==> src/rtl/uart_reg_bridge.sv <==
// Command responder behind the 8-bit UART: decodes 'W' addr data / 'R' addr frames into
// one-cycle register strobes and returns exactly one reply byte per command.
module uart_reg_bridge #(
   parameter int unsigned TIMEOUT_CYCLES = 32'd1000000,
   parameter logic [7:0]  OP_WRITE       = 8'h57,
   parameter logic [7:0]  OP_READ        = 8'h52
) (
   input  logic       clk,
   input  logic       rst,
   input  logic       rxDone,
   input  logic       rxErr,
   input  logic [7:0] rxData,
   input  logic       txBusy,
   output logic       txStart,
   output logic [7:0] txData,
   output logic       regWe,
   output logic       regRe,
   output logic [7:0] regAddr,
   output logic [7:0] regWdata,
   input  logic [7:0] regRdata,
   output logic       frameErr,
   output logic       busy
);
   localparam int CNT_W = ($clog2(TIMEOUT_CYCLES) > 32'sd21) ? $clog2(TIMEOUT_CYCLES) : 32'sd21;
   localparam logic [CNT_W-1:0] CNT_LAST = CNT_W'(TIMEOUT_CYCLES - 32'd1);
   localparam logic [CNT_W-1:0] CNT_MAX  = {CNT_W{1'b1}};
   localparam logic [CNT_W-1:0] CNT_ONE  = CNT_W'(32'd1);
   localparam logic [7:0] REPLY_OK     = 8'h4B;
   localparam logic [7:0] REPLY_BAD_OP = 8'h3F;
   localparam logic [7:0] REPLY_ERR    = 8'h45;

   typedef enum logic [3:0] {
      ST_IDLE      = 4'd0,
      ST_GET_ADDR  = 4'd1,
      ST_GET_DATA  = 4'd2,
      ST_DO_WRITE  = 4'd3,
      ST_DO_READ   = 4'd4,
      ST_READ_WAIT = 4'd5,
      ST_SEND      = 4'd6,
      ST_TX_ACCEPT = 4'd7,
      ST_TX_DRAIN  = 4'd8
   } state_t;

   state_t           state_r, state_nx;
   logic             rx_prev_r;
   logic [CNT_W-1:0] cnt_r;
   logic             is_write_r, is_write_nx;
   logic [7:0]       addr_r, addr_nx;
   logic [7:0]       wdata_r, wdata_nx;
   logic [7:0]       reply_r, reply_nx;
   logic             we_r, re_r, ferr_r, busy_r, ferr_nx;
   logic             byte_ev_s, waiting_s, timeout_s;

   // The edge register resets high so a strobe already up at reset release is not a byte.
   assign byte_ev_s = rxDone & ~rx_prev_r;
   assign waiting_s = (state_r == ST_GET_ADDR) || (state_r == ST_GET_DATA);
   assign timeout_s = (cnt_r >= CNT_LAST);

   // Next-state and frame-decode logic.
   always_comb begin
      state_nx    = state_r;
      is_write_nx = is_write_r;
      addr_nx     = addr_r;
      wdata_nx    = wdata_r;
      reply_nx    = reply_r;
      ferr_nx     = 1'b0;
      case (state_r)
         ST_IDLE: begin
            if (byte_ev_s && rxErr) begin
               ferr_nx  = 1'b1;
               reply_nx = REPLY_ERR;
               state_nx = ST_SEND;
            end else if (byte_ev_s && ((rxData == OP_WRITE) || (rxData == OP_READ))) begin
               is_write_nx = (rxData == OP_WRITE);
               state_nx    = ST_GET_ADDR;
            end else if (byte_ev_s) begin
               reply_nx = REPLY_BAD_OP;
               state_nx = ST_SEND;
            end else begin
               state_nx = ST_IDLE;
            end
         end
         ST_GET_ADDR: begin
            if (byte_ev_s && rxErr) begin
               ferr_nx  = 1'b1;
               reply_nx = REPLY_ERR;
               state_nx = ST_SEND;
            end else if (byte_ev_s) begin
               addr_nx  = rxData;
               state_nx = is_write_r ? ST_GET_DATA : ST_DO_READ;
            end else if (timeout_s) begin
               ferr_nx  = 1'b1;
               state_nx = ST_IDLE;
            end else begin
               state_nx = ST_GET_ADDR;
            end
         end
         ST_GET_DATA: begin
            if (byte_ev_s && rxErr) begin
               ferr_nx  = 1'b1;
               reply_nx = REPLY_ERR;
               state_nx = ST_SEND;
            end else if (byte_ev_s) begin
               wdata_nx = rxData;
               state_nx = ST_DO_WRITE;
            end else if (timeout_s) begin
               ferr_nx  = 1'b1;
               state_nx = ST_IDLE;
            end else begin
               state_nx = ST_GET_DATA;
            end
         end
         ST_DO_WRITE: begin
            reply_nx = REPLY_OK;
            state_nx = ST_SEND;
         end
         ST_DO_READ:   state_nx = ST_READ_WAIT;
         ST_READ_WAIT: begin
            reply_nx = regRdata;
            state_nx = ST_SEND;
         end
         ST_SEND: begin
            if (!txBusy) state_nx = ST_TX_ACCEPT;
            else         state_nx = ST_SEND;
         end
         ST_TX_ACCEPT: begin
            if (txBusy) state_nx = ST_TX_DRAIN;
            else        state_nx = ST_TX_ACCEPT;
         end
         ST_TX_DRAIN: begin
            if (!txBusy) state_nx = ST_IDLE;
            else         state_nx = ST_TX_DRAIN;
         end
         default: state_nx = ST_IDLE;
      endcase
   end

   // State, frame fields and strobe outputs registered from the next-state decode.
   always_ff @(posedge clk) begin
      if (rst) begin
         state_r    <= ST_IDLE;
         rx_prev_r  <= 1'b1;
         is_write_r <= 1'b0;
         addr_r     <= 8'h00;
         wdata_r    <= 8'h00;
         reply_r    <= 8'h00;
         we_r       <= 1'b0;
         re_r       <= 1'b0;
         ferr_r     <= 1'b0;
         busy_r     <= 1'b0;
      end else begin
         state_r    <= state_nx;
         rx_prev_r  <= rxDone;
         is_write_r <= is_write_nx;
         addr_r     <= addr_nx;
         wdata_r    <= wdata_nx;
         reply_r    <= reply_nx;
         we_r       <= (state_nx == ST_DO_WRITE);
         re_r       <= (state_nx == ST_DO_READ);
         ferr_r     <= ferr_nx;
         busy_r     <= (state_nx != ST_IDLE);
      end
   end

   // Inter-byte idle counter: runs only mid-frame, clears on each byte, saturates.
   always_ff @(posedge clk) begin
      if (rst) begin
         cnt_r <= {CNT_W{1'b0}};
      end else if (waiting_s && !byte_ev_s && (cnt_r != CNT_MAX)) begin
         cnt_r <= cnt_r + CNT_ONE;
      end else if (waiting_s && !byte_ev_s) begin
         cnt_r <= cnt_r;
      end else begin
         cnt_r <= {CNT_W{1'b0}};
      end
   end

   // txStart depends on txBusy in the same cycle so a free transmitter is used immediately.
   assign txStart  = (state_r == ST_SEND) && !txBusy;
   assign txData   = reply_r;
   assign regWe    = we_r;
   assign regRe    = re_r;
   assign regAddr  = addr_r;
   assign regWdata = wdata_r;
   assign frameErr = ferr_r;
   assign busy     = busy_r;
endmodule
==> config.mk <==
export PLATFORM = sky130hd
export DESIGN_NAME = uart_reg_bridge
export DESIGN_NICKNAME = d
export VERILOG_FILES = /design/src/rtl/uart_reg_bridge.sv
export SDC_FILE = /design/constraint.sdc
export NUM_CORES = 1
export LEC_CHECK = 0
export ABC_CLOCK_PERIOD_IN_PS = 2200
export BUFFER_PORTS_ARGS = -buffer_cell sky130_fd_sc_hd__buf_2
export CAP_MARGIN = 15
export CORE_MARGIN = 2
export CORE_UTILIZATION = 47
export CTS_BUF_LIST = sky130_fd_sc_hd__clkbuf_8 sky130_fd_sc_hd__clkbuf_16
export DETAILED_ROUTE_END_ITERATION = 8
export PLACE_DENSITY_LB_ADDON = 0.2
export SLEW_MARGIN = 20
export SYNTH_ARGS = -nofsm -noshare
export SYNTH_HDL_FRONTEND = slang
export SYNTH_SLANG_ARGS = --single-unit
==> constraint.sdc <==
create_clock -name clk -period 2.2 [get_ports clk]
set_input_delay 0.11 -clock clk [delete_from_list [all_inputs] [get_ports clk]]
set_output_delay 0.11 -clock clk [all_outputs]
set_load 0.01 [all_outputs]
==> flow_summary_export.csv <==
group,metric,value,unit
cells_and_area,drive_gt1_frac,0.2472,
global_route,overflow,0,
floorplanning,rows,27,
synth,ys_seq_elements,55,
drt,drt_iter0_markers,161,
critical_path,path_cells,"or4_4 > o311a_1 > a311oi_4 > o2bb2ai_1 > and4b_1",
critical_path,critPathMaxFanout,6,
sta,timing.final.crit_period,2088,ps
critical_path,critPathMaxStageDelay,550,ps
sta,rsz0062_at_grt,"false",
critical_path,cp-start-kind,"flip-flop",
clock_tree,cts_buffer_depth,2,
drt,drt_wl_total,5730,um
global_route,grt_pass1_vias,2121,
sta,slew_headroom,0.5855,
synth,ys.flop_type,"dfxtp_1",
drt,vias_per_cell,5.514,
synth,avgSynthCellArea,8.787,um2
job,maxCapViolCount,0,
synth,syn_area,2645,um2
sta,finalSetupViolCount,0,
critical_path,cpMaxStageDelayCell,"or4_4",
power,leakage,0.001223,uW
outcome,status,"complete, no violations",
cells_and_area,num_antenna_cells,0,
synth,yosysUniqueCellTypes,59,
synth,synth_nets,323,
drt,route.detailed.wl_per_inst,13.39,um
sta,skew,11.15,ps
cells_and_area,final_core_util,0.5770,
placement,place_worst_setup_slack,140.9,ps
sta,fin_setup_tns,0,ps
clock_tree,clk_pin_slew,110,ps
synth,async_flop_share,0,
sta,slew_violations,0,
critical_path,endpoint_kind,"flip-flop",
floorplanning,die_w,79.02,um
placement,hpwl,4090,um
clock_tree,cts_buffers,5,
clock_tree,postCtsHoldBufs,0,
global_route,track_usage,0.1909,
cells_and_area,finish.net_count,377,
cells_and_area,area_growth,19.39,%
sta,tightestPinTransition,616.1,ps
synth,synth_top_area_frac,0.4163,
drt,num_vias,2360,
global_route,grt_max_degree,35,
clock_tree,cts_tree,"built",
critical_path,crit_type,"reg -> reg",
global_route,grt_pass1_wl,9660,um
placement,portBuffers,49,
critical_path,required,2450,ps
worst_hold_path,hold_path_class,"in -> reg",
clock_tree,clkSinkCount,55,
sta,layout_setup_ws,111.6,ps
synth,yosysTopAreaCell,"dfxtp_1",
sta,fmax,0.4788,GHz
synth,synth_edf_count,0,
power,peakVddDrop,0.3872,mV
critical_path,crit_family,"compound AO/OA/AOI/OAI gates",
synth,synthTopCellsByArea,"dfxtp_1 42%, mux2i_1 7.9%, nor2_1 7.7%",
clock_tree,clock_latency,310,ps
placement,place_congestion,0.8848,
drt,drc_errors,0,
critical_path,critPathBufInv,0,
drt,dr.pass1.iters,4,
clock_tree,postCtsSetupRepairBufs,0,
critical_path,worstPathArrival,2340,ps
clock_tree,h-tree-depth,2,
drt,final_antenna_net_count,0,
floorplanning,start_util,0.4833,
floorplanning,io_pins,50,
sta,finalCritPeriodShare,0.9493,
synth,synth_common_cells,"55 x dfxtp_1, 54 x nor2_1, 21 x mux2i_1",
floorplanning,core-area,5473,um2
clock_tree,root_buffer,"clkbuf_8",
sta,hold_viol,0,
synth,synth-seq-area-share,0.4163,
synth,ys_warn_count,0,
floorplanning,dieArea,6244,um2
synth,netlist_instances,301,
clock_tree,post_cts_resized,0,
power,power,2013,uW
synth,synth.most_common_cell,"dfxtp_1",
global_route,antenna_found_initial,0,
floorplanning,die_y,79.02,um
power,power.density,637.5,nW/um2
## report_power, final
part,internal (uW),total [uW],leakage (uW),switching [uW]
clock network,346,699,0.0000587,353
registers,1030,1050,0.000445,19.1
logic,116,269,0.000720,152
total,1490,2010,0.00122,525
## placed cells by master (no fill, tap or decap), types with 2 or more instances in the layout
| cell | count |
|---|---|
| a211oi_1 | 6 |
| a21oi_1 | 10 |
| a22oi_1 | 2 |
| a31oi_1 | 3 |
| and2_1 | 2 |
| and3_1 | 2 |
| and4_1 | 3 |
| buf_2 | 49 |
| buf_4 | 14 |
| clkbuf_8 | 5 |
| dfxtp_1 | 55 |
| inv_1 | 5 |
| mux2i_1 | 21 |
| nand2_1 | 14 |
| nand2b_1 | 5 |
| nand3_1 | 7 |
| nand3b_1 | 2 |
| nand4_1 | 6 |
| nor2_1 | 54 |
| nor2b_1 | 3 |
| nor3_1 | 4 |
| nor3_2 | 2 |
| nor3b_1 | 3 |
| nor4_1 | 3 |
| nor4bb_1 | 2 |
| o2111ai_1 | 3 |
| o211a_1 | 2 |
| o211ai_1 | 2 |
| o21ai_0 | 14 |
| o31ai_1 | 2 |
| or2_2 | 4 |
| or3_1 | 2 |
| or4_1 | 2 |
| xnor2_1 | 6 |
| xor2_1 | 8 |
## layout make-up
cell class                      count  area, um2
Tap cell                           72      90.09
Sequential cell                    55       1101
Multi-Input combinational cell    225       1481
Clock buffer                        5      68.82
Inverter                            5      18.77
Fill cell                         514       2315
Clock inverter                      3      47.55
Timing Repair Buffer               63      350.3
## metrics by stage
step           instance area, um2  hold WS [ps]  std cells
5_1_grt                      3158         16.57        428
4_1_cts                      3141         3.953        428
6_report                     3158         12.50        428
2_1_floorplan                2645         213.8        301
3_5_place_dp                 3024         337.5        420
3_3_place_gp                 3024         338.9        420
## flip-flops by register name (all words and copies together) (netlist names)
register and count:
frameErr 1, cnt_r 21, is_write_r 1, rx_prev_r 1, busy 1, txData 8
regAddr 8, regWe 1, state_r 4, regRe 1, regWdata 8
## worst paths after layout
check	from	to	slack, ps	depth (start not counted)
setup / recovery	cnt_r[11]	regWe	110	5
setup reg to reg	cnt_r[11]	regWe	110	5
hold reg to reg	txData[2]	txData[2]	460	2
hold / removal	rxDone	rx_prev_r	10	2
## layer usage
metal  part of all wire  vias up  track usage  routed length [um]
li1                   -     1205            -                   -
met1               0.50     1082       0.2709                2845
met2               0.43       64       0.2788                2467
met3              0.056        9      0.05114                 322
met4              0.017        0      0.06724                  95
met5                  0        -            0                   0
## logic make-up after synthesis
family          count (synthesis)  share of synthesized area
simple gates                  128                     0.2554
fa+ha+maj                       1                   0.004730
xor+xnor                       14                    0.04636
compound gates                 61                     0.1675
mux                            21                    0.07947
buf+inv                        21                    0.03027
flops                          55                     0.4163
Note: power is estimated with default switching activity, not from simulation.
